### src/rtl/pipe_stage_reg.sv
// pipe_stage_reg: valid/ready pipeline register with optional skid entry, flush and control-field bubbling
module pipe_stage_reg #(
  parameter int DATA_W = 71,
  parameter int CTRL_W = 3,
  parameter bit SKID = 1
) (
  input  logic              clk,
  input  logic              rst,
  input  logic              flush,
  input  logic              in_valid,
  output logic              in_ready,
  input  logic [DATA_W-1:0] in_data,
  output logic              out_valid,
  input  logic              out_ready,
  output logic [DATA_W-1:0] out_data,
  output logic [1:0]        count
);
  typedef enum logic [1:0] {EMPTY = 2'd0, ONE = 2'd1, FULL = 2'd2} state_t;
  state_t state, state_nx;
  logic [DATA_W-1:0] main_q, skid_q, ctrl_mask;
  logic in_fire, out_fire, load_in, load_skid, load_from_skid;
  always_comb begin
    for (int i = 0; i < DATA_W; i++) ctrl_mask[i] = (i >= DATA_W - CTRL_W);
  end
  assign in_fire = in_valid && in_ready;
  assign out_fire = out_valid && out_ready;
  // in FULL in_ready is low, so any in_fire here targets main or skid from EMPTY/ONE
  assign load_in = in_fire && (state == EMPTY || out_fire);
  assign load_skid = SKID && in_fire && state == ONE && !out_fire;
  assign load_from_skid = state == FULL && out_fire;
  always_ff @(posedge clk) begin
    if (rst) state <= EMPTY;
    else state <= state_nx;
  end
  always_comb begin
    state_nx = flush ? EMPTY :
               load_skid ? FULL :
               load_from_skid ? ONE :
               in_fire ? ONE :
               out_fire ? EMPTY : state;
  end
  always_ff @(posedge clk) begin
    if (rst) begin
      main_q <= '0;
      skid_q <= '0;
    end else begin
      main_q <= flush ? main_q & ~ctrl_mask :
                load_from_skid ? skid_q :
                load_in ? in_data : main_q;
      skid_q <= (load_skid && !flush) ? in_data : skid_q;
    end
  end
  always_comb begin
    out_valid = state != EMPTY;
    count = state;
    in_ready = SKID ? state != FULL : (!out_valid || out_ready);
    out_data = out_valid ? main_q : main_q & ~ctrl_mask;
  end
endmodule

### config.mk
export PLATFORM = sky130hd
export DESIGN_NAME = pipe_stage_reg
export DESIGN_NICKNAME = d
export VERILOG_FILES = /design/src/rtl/pipe_stage_reg.sv
export SDC_FILE = /design/constraint.sdc
export NUM_CORES = 1
export LEC_CHECK = 0
export CORE_MARGIN = 10
export CORE_UTILIZATION = 45
export CTS_CLUSTER_SIZE = 12
export DETAILED_ROUTE_END_ITERATION = 6
export PLACE_DENSITY = 0.68
export SKIP_LAST_GASP = 1
export SLEW_MARGIN = 25
export SYNTH_ARGS = -nofsm -noshare
export SYNTH_HDL_FRONTEND = slang
export SYNTH_SLANG_ARGS = --single-unit
### constraint.sdc
create_clock -name clk -period 1.7 [get_ports clk]
set_input_delay 0.34 -clock clk [delete_from_list [all_inputs] [get_ports clk]]
set_output_delay 0.34 -clock clk [all_outputs]
set_load 0.01 [all_outputs]
==> results of run 1 <==
## per-stage QoR
stage          hold slack, ps  setup WS, ps  instances  util [%]
5_1_grt                   321          1.67       1028      59.4
4_1_cts                   277          1.01       1027      59.1
6_report                  284          39.6       1029      59.4
3_3_place_gp              459          -238        995      55.0
3_5_place_dp              466          -306        995      55.0
2_1_floorplan             453          61.9        753         -
## report_power, final
part	switching, uW	leakage [uW]	internal (uW)	total (uW)
sequential	98.6	0.00118	3530	3630
clock	1410	0.000312	2490	3910
combinational	632	0.00232	663	1290
## layout make-up
class	count	share of cell area (%)
flip-flops and latches	144	31.7
inverters	2	0.0825
clock inverters	10	1.44
multi-input cells	449	36.6
clock buffers	22	5.43
repair buffers	190	21.8
diodes	1	0.0275
well taps	211	2.90
## how the worst max path moves through the flow
stage | slack, ps | cells after the start | end
6_report | 40 | 1 | out_data[15]
5_1_grt | 2 | 1 | out_data[34]
4_1_cts | 1 | 1 | out_data[26]
3_5_place_dp | -310 | 5 | main_q[2]
3_3_place_gp | -240 | 5 | main_q[12]
2_1_floorplan | 60 | 7 | main_q[24]
## logic make-up (layout without fill, tap and decap cells)
kind of cell           Yosys count  count (layout)  share of synthesized area, %
other                            0               1                             0
flip-flops                     144             144                          40.7
multiplexers                    72              72                          10.2
buffers and inverters          160             224                          13.0
AO/OA/AOI/OAI                  288             288                          26.9
AND/OR/NAND/NOR                 88              88                          9.07
XOR/XNOR                         1               1                         0.124
## cell usage in the layout, fill, tap and decap left out, drive strengths merged
cell type,instances
a211oi,139
a21o,1
a21oi,72
a221oi,3
a22o,1
and3b,1
buf,42
bufinv,3
clkbuf,22
clkdlybuf4s15,1
clkdlybuf4s50,120
clkinv,6
clkinvlp,1
dfxtp,144
diode,1
dlygate4sd2,8
dlymetal6s2s,19
inv,2
mux2,1
mux2i,71
nand2,2
nand2b,1
nand3b,73
nand4bb,1
nor2,2
nor2b,3
nor3,2
nor4bb,1
o21ai,71
o22ai,1
or2,2
xor2,1
## flip-flops by register name (all words and copies together) (netlist names)
register and flops:
skid_q 71, count 2, main_q 71
## worst min-delay path, stage by stage
cell and delay (ps):
buf_4 140, nand3b_1 110, a21oi_1 50
## timing repair
item | in CTS | in global routing
endpoints found under the setup margin | 9 | 20
gates resized for setup | 14 | 20
hold endpoints to repair | 0 | 0
gates cloned | 0 | 0
setup buffers | 0 | 1
pin swaps | 0 | 0
## per-layer routing
layer  vias up  share of wire (%)
li1       2829                  -
met1      2901                 45
met2       172                 48
met3        20                5.5
met4         0                1.4
met5         -                  0
==> metrics.yaml, run 1 <==
power_density_nw_per_um2: 970
path_clk_slew_ps: 60
start_kind: "register"
slew_violations: 0
cp_top_family: "buffers and inverters"
synthesis.nets: 829
status: "finished, final reports clean"
cts.sinks: 144
yosys-top-cells-count: "144 x dfxtp_1, 119 x a211oi_1, 73 x nand3b_1"
cts_buffers: 17
firstDrtPassIters: 4
rrSetupSlack_ps: 110
hold_path.class: "input pin to register"
grt_pass1_vias: 6103
grt_use_met2_pct: 30.2
initial_core_util_pct: 46.3
wl_um: 20300
synth_area_sq_um: 7090
grt_max_degree: 142
gp_congestion: 0.781
globalRouteOverflowTotal: 0
vdd_ir_drop_max_mv: 0.705
drive_gt1_share_pct: 12.7
area_growth_pct: 28.4
crit-reg2reg-launch: "count[0]"
clock_latency_ps: 420
critPathMaxStageDelay_ps: 550
nets: 880
critPathArrivalTime_ps: 1320
ff2ff_path_depth: 6
portBuffers: 150
die-area_sq_um: 21200
syn_inst: 753
busiest_layer: "met2"
die_w_um: 146
drc: 0
dp.final_hpwl_um: 13200
cts.path.max_buffers: 2
yosysTopAreaCell: "dfxtp_1"
leakagePower_uw: 0.00381
ant_nets: 0
setup.worst_path.end_class: "primary output"
synth-edff-count: 0
coreArea_sq_um: 15300
tns_ps: 0
crit_type: "register to primary output"
cts_root_buf: "clkbuf_16"
finalHoldViolCount: 0
postSynth.asyncResetShare_pct: 0
gr-usage-all-layers_pct: 18.5
num_vias: 5922
cts_tree: "yes"
fin_area_sq_um: 9100
clock_skew_ps: 7.15
path_max_fanout: 2
yosysWarningCount: 0
period_share_pct: 97.7
p_total_uw: 8830
worstPathRequired_ps: 1360
period_minus_slack_ps: 1660
place_area_sq_um: 8420
ctsHoldBuffers: 0
wire_per_inst_um: 19.7
maxSlewHeadroom_pct: 68.9
hp-start: "flush"
rsz0062_at_grt: "false"
critical_path.startpoint: "main_q[15]"
antenna_found_initial: 0
worst_slew_pin_slew_ps: 467
setup_viol: 0
r2r-end: "main_q[2]"
seq_area_frac_synth_pct: 40.7
drv_cap: 0
rows: 45
n_fill_cell: 1319
drtIter0Drc: 384
grt_pass1_wl_um: 32700
yosysTopAreaCellShare_pct: 40.7
synth_flop_cell: "dfxtp_1"
ctsHtreeMaxLevel: 4
slowest_stage: "clkdlybuf4s50_1"
fmax_mhz: 602
die_h_um: 146
worstHoldPathCells: 3
min_to: "skid_q[12]"
syn_avg_cell_area_sq_um: 9.42
seq_area_sq_um: 2890
yosysMostFrequentCell: "dfxtp_1"
io_pins: 151
cp_num_buf_inv: 1
viasPerCell: 5.76
ys_seq_elements: 144
ys_top_cells_by_area: "dfxtp_1 41%, a211oi_1 13%, mux2i_1 10%"
yosysUniqueCellTypes: 30
multi_input_area_sq_um: 3330
use_met1_pct: 23.0
path_cells: "clkdlybuf4s50_1"
met3_usage_pct: 4.66
No activity file was read; power rests on OpenSTA's default activity.
==> run 2, diff against run 1 <==
==> constraint.sdc (replaced) <==
create_clock -name clk -period 1.8 [get_ports clk]
set_input_delay 0.36 -clock clk [delete_from_list [all_inputs] [get_ports clk]]
set_output_delay 0.36 -clock clk [all_outputs]
set_load 0.01 [all_outputs]
==> run 2 against run 1 <==
Against the previous run: cell count shrank 0.49%; first-iteration DRC count shrank 7.3%; global-route usage shrank 0.26 points; sequential share of layout area is essentially flat; flip-flop and latch count is the same; sequential power shrank 5.5%; critical path depth grew 2; power shrank 1.9%; clock-buffer cell count shrank 1; final area is essentially flat; via count grew 0.42%; register-to-register slack gained 70 ps; critical path type unchanged; largest power group unchanged; highest routed layer unchanged.
==> metrics.yaml, run 2 (synthesis results as in run 1) <==
vdd_ir_drop_max_mv: 0.705  # about the same
finalHoldViolCount: 0  # unchanged
busiest_layer: "met2"
die_h_um: 146  # unchanged
die-area_sq_um: 21200  # unchanged
viasPerCell: 5.81  # +0.91%
power_density_nw_per_um2: 951  # -2.0%
critical_path.startpoint: "count[1]"
fin_area_sq_um: 9110  # about the same
clock_skew_ps: 4.59  # -2.56 ps
num_vias: 5947  # +0.42%
worst_slack_ps: 53.6  # +14.0 ps
clock_latency_ps: 420  # about the same
met3_usage_pct: 5.25  # +0.59 points
grt_max_degree: 75  # -47%
worstPathRequired_ps: 1440  # +80 ps
cts_setup_buffers: 0  # unchanged
wire_per_inst_um: 19.3  # -2.0%
worstSetupEndpoint: "in_ready"
rsz0062_at_grt: "false"
p_total_uw: 8660  # -1.9%
cts_resized: 10  # -4
gp_congestion: 0.800  # +2.4%
cts_root_buf: "clkbuf_16"
setup_viol: 0  # unchanged
rows: 45  # unchanged
cts_tree: "yes"
period_share_pct: 97.0
r2r-end: "main_q[28]"
start_kind: "register"
crit_type: "register to primary output"
utilization_pct: 59.5  # about the same
firstDrtPassIters: 5  # +1
maxSlewHeadroom_pct: 62.5  # -6.4 points
area_growth_pct: 28.4  # about the same
stdcell_count: 1024  # -0.49%
setup.worst_path.end_class: "primary output"
status: "finished, final reports clean"
drv_cap: 0  # unchanged
grt_pass1_wl_um: 32100  # -1.6%
place_area_sq_um: 8430  # about the same
gr-usage-all-layers_pct: 18.2  # -0.26 points
rrSetupSlack_ps: 180  # +70 ps
dp_slack_ps: -207  # +98.6 ps
grt_use_met2_pct: 29.8  # -0.37 points
hold_path.class: "input pin to register"
wl_um: 19800  # -2.5%
drc: 0  # unchanged
period_minus_slack_ps: 1750
final_cell_mix: "142 x clkdlybuf4s50_1, 142 x dfxtp_1, 119 x a211oi_1"
ff2ff_path_depth: 6  # unchanged
io_pins: 151  # unchanged
globalRouteOverflowTotal: 0  # unchanged
portBuffers: 150  # unchanged
use_met1_pct: 22.4  # -0.62 points
leakagePower_uw: 0.00352  # -7.5%
cts.path.max_buffers: 2  # unchanged
coreArea_sq_um: 15300  # unchanged
crit-reg2reg-launch: "count[0]"
critPathArrivalTime_ps: 1390  # +70 ps
drtIter0Drc: 356  # -7.3%
drive_gt1_share_pct: 11.9  # -0.78 points
antenna_found_initial: 0  # unchanged
cts.sinks: 144  # unchanged
nets: 875  # -0.57%
fmax_mhz: 573
dp.final_hpwl_um: 13100  # -0.85%
initial_core_util_pct: 46.3  # unchanged
path_clk_slew_ps: 60  # about the same
ant_nets: 0  # unchanged
path_max_fanout: 6  # +4
die_w_um: 146  # unchanged
worst_slew_pin_slew_ps: 563  # +95.4 ps
dp_cells: 991  # -0.40%
cts_buffers: 17  # unchanged
grt_pass1_vias: 6079  # -0.39%
ctsHoldBuffers: 0  # unchanged
slew_violations: 0  # unchanged
ctsHtreeMaxLevel: 4  # unchanged
-- run 2: cell types whose count changed in the layout (fill, tap and decap cells not counted), sizes merged --
cell | previous run | this run
buf | 42 | 37
bufinv | 3 | 6
clkbuf | 22 | 21
clkdlybuf4s15 | 1 | 0
clkdlybuf4s50 | 120 | 142
clkinv | 6 | 5
clkinvlp | 1 | 0
dlygate4sd2 | 8 | 5
dlymetal6s2s | 19 | 1
-- run 2: final cells by class --
cell class / count / area [sq um]
inverter: 2 / 7.51
timing repair buffer: 185 / 1940
fill: 1317 / 6210
sequential: 144 / 2890
clock buffer: 21 / 460
tap: 211 / 264
clock inverter: 11 / 209
multi-input combinational: 449 / 3330
antenna: 1 / 2.50
-- run 2: per-stage QoR --
step | TNS [ps] | hold slack [ps]
2_1_floorplan | 0 | 453
3_3_place_gp | -15250 | 459
5_1_grt | 0 | 332
6_report | 0 | 323
4_1_cts | -94.6 | 306
3_5_place_dp | -20780 | 467
-- run 2: worst min path at each step --
stage                     from         end  slack, ps  cells past startpoint
CTS                        rst  skid_q[15]        310                      2
detailed placement  skid_q[36]  skid_q[36]        470                      2
global route               rst  skid_q[14]        330                      2
floorplan            skid_q[0]   skid_q[0]        450                      2
global placement    skid_q[15]  skid_q[15]        460                      2
finish                     rst  skid_q[15]        320                      2
-- run 2: metal layers --
| layer | part of all wire, % | vias to the layer above |
|---|---|---|
| met5 | 0 | - |
| li1 | - | 2821 |
| met1 | 44 | 2902 |
| met4 | 1.4 | 0 |
| met2 | 49 | 200 |
| met3 | 6.5 | 24 |
-- run 2: power by group --
group          switching [uW]  internal (uW)
Sequential               91.6           3340
Clock                    1330           2660
Combinational             593            644
Total                    2020           6650
-- run 2: worst max-delay path, cell delays in order (launching register included) --
cell and delay, ps:
dfxtp_4 400, buf_4 160, nand2b_1 100, dlygate4sd2_1 300
